`src/rtl/bram_1r1w_be.sv`:
```
// Simple dual-port block RAM: one write port with per-lane byte enables, one read port,
// selectable read-during-write policy and optional output pipeline register.
module bram_1r1w_be #(
    parameter int ADDR_WIDTH = 4,
    parameter int DATA_WIDTH = 32,
    parameter int BYTE_WIDTH = 8,
    parameter int RDW_MODE   = 0,
    parameter int OUT_REG    = 0
) (
    input  logic                             clk,
    input  logic                             rst,
    input  logic                             wr_en,
    input  logic [ADDR_WIDTH-1:0]            wr_addr,
    input  logic [DATA_WIDTH/BYTE_WIDTH-1:0] wr_be,
    input  logic [DATA_WIDTH-1:0]            wr_data,
    input  logic                             rd_en,
    input  logic [ADDR_WIDTH-1:0]            rd_addr,
    output logic [DATA_WIDTH-1:0]            rd_data,
    output logic                             rd_valid
);

    localparam int unsigned NB    = DATA_WIDTH / BYTE_WIDTH;
    localparam int unsigned DEPTH = 2 ** ADDR_WIDTH;

    if (DATA_WIDTH % BYTE_WIDTH != 0) begin : g_bad_width
        $error("bram_1r1w_be: DATA_WIDTH must be a multiple of BYTE_WIDTH");
    end

    logic [DATA_WIDTH-1:0] r_mem [DEPTH];
    logic [DATA_WIDTH-1:0] r_rd_data;
    logic                  r_rd_valid;
    logic                  w_collide;
    logic [DATA_WIDTH-1:0] w_rd_word;

    // Memory is deliberately left out of reset; contents survive rst.
    always_ff @(posedge clk) begin
        if (!rst && wr_en) begin
            for (int unsigned i = 0; i < NB; i++) begin
                if (wr_be[i]) begin
                    r_mem[wr_addr][i*BYTE_WIDTH +: BYTE_WIDTH] <= wr_data[i*BYTE_WIDTH +: BYTE_WIDTH];
                end
            end
        end
    end

    assign w_collide = rd_en & wr_en & (rd_addr == wr_addr);

    // Write-first bypass: enabled write lanes override the stored word on a collision.
    always_comb begin
        w_rd_word = r_mem[rd_addr];
        if (RDW_MODE == 0 && w_collide) begin
            for (int unsigned i = 0; i < NB; i++) begin
                if (wr_be[i]) begin
                    w_rd_word[i*BYTE_WIDTH +: BYTE_WIDTH] = wr_data[i*BYTE_WIDTH +: BYTE_WIDTH];
                end
            end
        end
    end

    always_ff @(posedge clk) begin
        if (rst) begin
            r_rd_data  <= '0;
            r_rd_valid <= 1'b0;
        end else begin
            r_rd_valid <= rd_en;
            if (rd_en) begin
                r_rd_data <= w_rd_word;
            end
        end
    end

    if (OUT_REG != 0) begin : g_out_reg
        logic [DATA_WIDTH-1:0] r_s2_data;
        logic                  r_s2_valid;

        always_ff @(posedge clk) begin
            if (rst) begin
                r_s2_data  <= '0;
                r_s2_valid <= 1'b0;
            end else begin
                r_s2_data  <= r_rd_data;
                r_s2_valid <= r_rd_valid;
            end
        end

        assign rd_data  = r_s2_data;
        assign rd_valid = r_s2_valid;
    end else begin : g_no_out_reg
        assign rd_data  = r_rd_data;
        assign rd_valid = r_rd_valid;
    end

endmodule

```
`config.mk`:
```
export PLATFORM = sky130hd
export DESIGN_NAME = bram_1r1w_be
export DESIGN_NICKNAME = d
export VERILOG_FILES = /design/src/rtl/bram_1r1w_be.sv
export SDC_FILE = /design/constraint.sdc
export NUM_CORES = 1
export LEC_CHECK = 0
export CORE_MARGIN = 8
export CORE_UTILIZATION = 42
export DETAILED_ROUTE_END_ITERATION = 10
export HOLD_SLACK_MARGIN = 0.03
export SETUP_SLACK_MARGIN = 0.05
export SLEW_MARGIN = 20
export SYNTH_ARGS = -nofsm -noshare
export SYNTH_HDL_FRONTEND = slang
export SYNTH_SLANG_ARGS = --single-unit
```
`constraint.sdc`:
```
create_clock -name clk -period 7 [get_ports clk]
set_clock_uncertainty 0.05 [all_clocks]
set_input_delay 2.1 -clock clk [delete_from_list [all_inputs] [get_ports clk]]
set_output_delay 2.1 -clock clk [all_outputs]
set_load 0.02 [all_outputs]
```
# == Yosys cells after proc, flatten, opt, wreduce, memory -nomap -nowiden ==
# Memory sizes are Yosys's and may differ from the RTL's.
# Index checks and enable logic that the tools add are counted.
# op_classes
bitwise,2
n_mux,17
reduce_logical,2
eq_ne,1
# op_table
operator,n
$mux W32,1
$mux W8,4
$mux W1,12
$eq A4 B4 Y1,1
$and A1 B1 Y1,2
$logic_and A1 B1 Y1,1
$logic_not A1 Y1,1
# totals
regBits,33
output_inout_bits,33
in_bits,48
ram_bits,512
elab_cells,25
mem_count,1
# mem_list
name,words,width,rd,rd_clocked_by_memory_dff,write_ports,line_no,source
r_mem,16,32,1,0,1,29,logic [DATA_WIDTH-1:0] r_mem [DEPTH];

# == Depth between registers and ports, before layout ==
# depth
depth_word,4
ltp_mapped,7
depth_no_buf,5

# == Worst setup path before layout ==
# OpenSTA, ideal clock, no wires.
# synth_path
path_type,input -> register
from,input rd_addr[0]
to,register r_rd_data[30] (netlist: rd_data[30])
t_required_ns,6.823
setup_ns,0.127
t_arrival_ns,3.589
path_buffers,3
setup_slack_ns,3.234
cell_stages,7
path_cell_list,buf_2 > buf_4 > buf_2 > mux4_2 > a22o_1 > nor2_1 > o211ai_1
# synth_via
elab_chain_cells,3
elab_cells_between_ends,5
cone_classes,eq/ne: 1; mux: 2; bitwise: 1; memory: 1
# synth_rtl
element,line_no,source
"start, declared",17,"input logic [ADDR_WIDTH-1:0] rd_addr,"
$mem_v2 Z16 W32 / $eq A4 B4 Y1 (equally long branches),-,
$mux W8 / $and A1 B1 Y1 (equally long branches),"53, 46",
$mux W32 *,51,if (RDW_MODE == 0 && w_collide) begin
"end signal, assigned",67,r_rd_data <= w_rd_word;
"end, declared",30,logic [DATA_WIDTH-1:0] r_rd_data;
# Every way passes the cells marked *; elsewhere a longest branch is shown, timed or not.
# A chain may end at the register's enable or synchronous reset.

# == Final worst setup path ==
# layout_path
from,input rst
to,"memory r_mem[0][11], enable pin"
# layout_via
elab_chain_cells,4
# layout_rtl
element,line_no,source
"start, declared",11,"input logic rst,"
$logic_not A1 Y1,37,if (!rst && wr_en) begin
$logic_and A1 B1 Y1,37,
$mux W1,37,
$mux W1 (not written as such),40,r_mem[wr_addr][i*BYTE_WIDTH +: BYTE_WIDTH] <= wr_data[i*BYTE_WIDTH +: BYTE_WIDTH];
"end, declared",29,
# Every way passes these cells.

==> impl_metrics.json <==
{
  "run_status": "finished clean",
  "grt_pass1_wl_um": 71190,
  "report.final.setup_viol": 0,
  "syn_to_final_growth_pct": 15.91,
  "filler_cell_count": 4037,
  "synth-main-ff-cell": "sky130_fd_sc_hd__edfxtp_1",
  "drtPass1Iterations": 6,
  "clock_sink_count": 545,
  "place.detailed.hpwl_um": 29220,
  "cts_repair_resize_count": 0,
  "synth_edf_count": 512,
  "timing.hold.ws_ps": 438.9,
  "residual_antenna_violating_net_count_after_detailed_routing": 0,
  "seq_area_frac_synth": 0.7671,
  "timing_max_transition_violations_final": 0,
  "unrepaired_setup_endpoints_after_global_routing": "no",
  "hold_violations": 0,
  "clock-root-buffer": "sky130_fd_sc_hd__clkbuf_16",
  "portBuffers": 80,
  "drtIter0Drc": 1011,
  "async_reset_ff_frac": 0,
  "postLayoutSetupSlackWorst_ps": 2538,
  "avgSynthCellArea_um2": 20.42,
  "utilization": 0.4940,
  "fp.dieArea_um2": 57170,
  "cts_hold_buffers": 0,
  "yosys.area_share.xor_xnor": 0.001676,
  "grt_antenna_before_repair": 0,
  "maxCapViolations": 0,
  "post_synth_instance_area_um2": 20910,
  "hold_class": "reg -> reg",
  "first_global_vias": 10790,
  "htreeDepth": 2,
  "post_layout_net_count": 1154,
  "num_antenna_cells": 0,
  "place_ws_ps": 1981,
  "post_synth_num_cell_types": 27,
  "power.density_cell_area_nw_per_um2": 289.0,
  "fp-row-count": 81,
  "finalCritPeriodShare": 0.6374,
  "synth-adder-area-share": 0,
  "max_clock_freq_ghz": 0.2241,
  "timing.max_slew.rel_slack": 0.2334,
  "cts-root-to-sink-buffers": 3,
  "global_route.usage.total": 0.1673,
  "startpoint_class": "input pin",
  "synth_compound_gate_area_share": 0.03974,
  "grt_start_max_net_pins": 67,
  "synth_cells": 1024,
  "synth-warning-count": 0,
  "remaining_drc_errors": 0,
  "postSynthNetCount": 1072,
  "tns_ps": 0,
  "worst_setup_path_end_kind": "flip-flop",
  "worst_margin_slew_ps": 1147,
  "max-vdd-ir-drop_mv": 0.2216,
  "die_y_um": 239.1,
  "placeable_core_region_um2": 49050,
  "ys_seq_elements": 545,
  "cts.reportedPaths.clkPinSlew_ps": 60,
  "globalRouteOverflowTotal": 0,
  "worst_path_class_setup": "in -> reg",
  "postRouteWirelength_um": 47270,
  "cellLeakagePower_nw": 7.541,
  "clk-insertion-delay-late_ps": 610,
  "cts-buffers-inserted": 54,
  "finalCriticalPeriod_ps": 4462,
  "place.gp.congestion": 0.7398,
  "clock_tree_from_tritoncts": "yes",
  "cp.required_ps": 7170,
  "fp.dieW_um": 239.1,
  "fraction_of_synthesized_area_in_multiplexers": 0.1379,
  "totalPowerFinal_w": 0.007003,
  "layout-drive-gt1-share": 0.1964,
  "cts_post_setup_buffers_inserted": 0,
  "design.portCount": 81,
  "vias_per_cell": 5.631,
  "wl_per_cell_um": 26.05,
  "yosys.area_share.simple": 0.03914,
  "worst-endpoint-arrival_ps": 4640,
  "synth_top_family_by_area": "multiplexers",
  "crit_path_max_fanout": 16,
  "floorplan.initialDensity": 0.4262,
  "num_vias": 10220
}
-- power breakdown --
part / internal [W] / switching [W]
Clock: 0.00182 / 0.00120
Sequential: 0.00360 / 0.0000176
Combinational: 0.000152 / 0.000217
-- final cells by class --
class / count / area [µm²] / share of cell area
sequential: 545 / 16040 / 0.6618
tap: 664 / 830.8 / 0.03429
clock buffer: 76 / 1538 / 0.06346
inverter: 1 / 3.754 / 0.0001549
clock inverter: 25 / 326.6 / 0.01348
multi-input combinational: 415 / 4602 / 0.1899
timing repair buffer: 89 / 894.6 / 0.03692
-- path summary, 6_finish.rpt --
check / start / to / slack [ps] / depth (start not counted)
min: rd_data[1]$_SDFFE_PP0P_ / rd_data[1]$_SDFFE_PP0P_ / 440 / 2
max reg2reg: r_mem[13][23]$_DFFE_PP_ / rd_data[23]$_SDFFE_PP0P_ / 5290 / 4
min reg2reg: rd_data[1]$_SDFFE_PP0P_ / rd_data[1]$_SDFFE_PP0P_ / 440 / 2
max: rst / r_mem[0][11]$_DFFE_PP_ / 2540 / 4
-- placed cells by master, fill, tap and decap left out, types with 5 or more instances in the layout --
cell	synthesis	routed
sky130_fd_sc_hd__nand2_1	45	45
sky130_fd_sc_hd__nand4_1	17	17
sky130_fd_sc_hd__o211ai_1	16	16
sky130_fd_sc_hd__nor2b_1	7	5
sky130_fd_sc_hd__clkinv_1	0	6
sky130_fd_sc_hd__clkinv_2	0	8
sky130_fd_sc_hd__nor2_1	84	82
sky130_fd_sc_hd__a22o_1	32	32
sky130_fd_sc_hd__clkdlybuf4s50_1	0	78
sky130_fd_sc_hd__a221o_1	16	16
sky130_fd_sc_hd__mux4_2	128	128
sky130_fd_sc_hd__clkbuf_1	34	15
sky130_fd_sc_hd__buf_4	5	8
sky130_fd_sc_hd__dfxtp_1	33	33
sky130_fd_sc_hd__clkbuf_16	0	57
sky130_fd_sc_hd__bufinv_16	0	8
sky130_fd_sc_hd__and2_1	19	19
sky130_fd_sc_hd__clkbuf_8	0	5
sky130_fd_sc_hd__edfxtp_1	512	512
sky130_fd_sc_hd__nand3_1	6	6
sky130_fd_sc_hd__a22oi_1	32	32
-- flip-flops by register name, summed over array words and instances (netlist names) --
signal,count
rd_valid,1
r_mem,512
rd_data,32
-- metrics by stage --
| step | std cells | area [µm²] |
|---|---|---|
| 5_1_grt | 1815 | 24230 |
| 6_report | 1815 | 24230 |
| 4_1_cts | 1815 | 24230 |
| 3_3_place_gp | 1714 | 22370 |
| 2_1_floorplan | 1024 | 20910 |
| 3_5_place_dp | 1714 | 22370 |
-- critical path, stage by stage --
cell and delay, ps:
sky130_fd_sc_hd__clkdlybuf4s50_1 540, sky130_fd_sc_hd__nor2b_1 540, sky130_fd_sc_hd__nand2_1 490, sky130_fd_sc_hd__nor2_1 960
-- cell usage after synthesis, drive strengths merged (17+ instances only) --
| library cell | number | area [µm²] |
|---|---|---|
| and2 | 19 | 118.9 |
| nand2 | 45 | 168.9 |
| a22o | 32 | 280.3 |
| nor2 | 84 | 315.3 |
| edfxtp | 512 | 15370 |
| dfxtp | 33 | 660.6 |
| a22oi | 32 | 240.2 |
| clkbuf | 34 | 127.6 |
| buf | 29 | 171.4 |
| nand4 | 17 | 106.4 |
| mux4 | 128 | 2883 |
-- logic make-up after synthesis --
kind of cell / Yosys count
flip-flops: 545
XOR/XNOR: 4
AO/OA/AOI/OAI: 100
multiplexers: 128
buffers and inverters: 64
AND/OR/NAND/NOR: 183
-- metal layers --
metal | share of wire | vias up | track usage
li1 | - | 4410 | -
met1 | 0.44 | 5394 | 0.2317
met2 | 0.47 | 354 | 0.2613
met3 | 0.075 | 62 | 0.04311
met4 | 0.019 | 0 | 0.04642
met5 | 0 | - | 0
No activity file was read; power rests on OpenSTA's default activity.
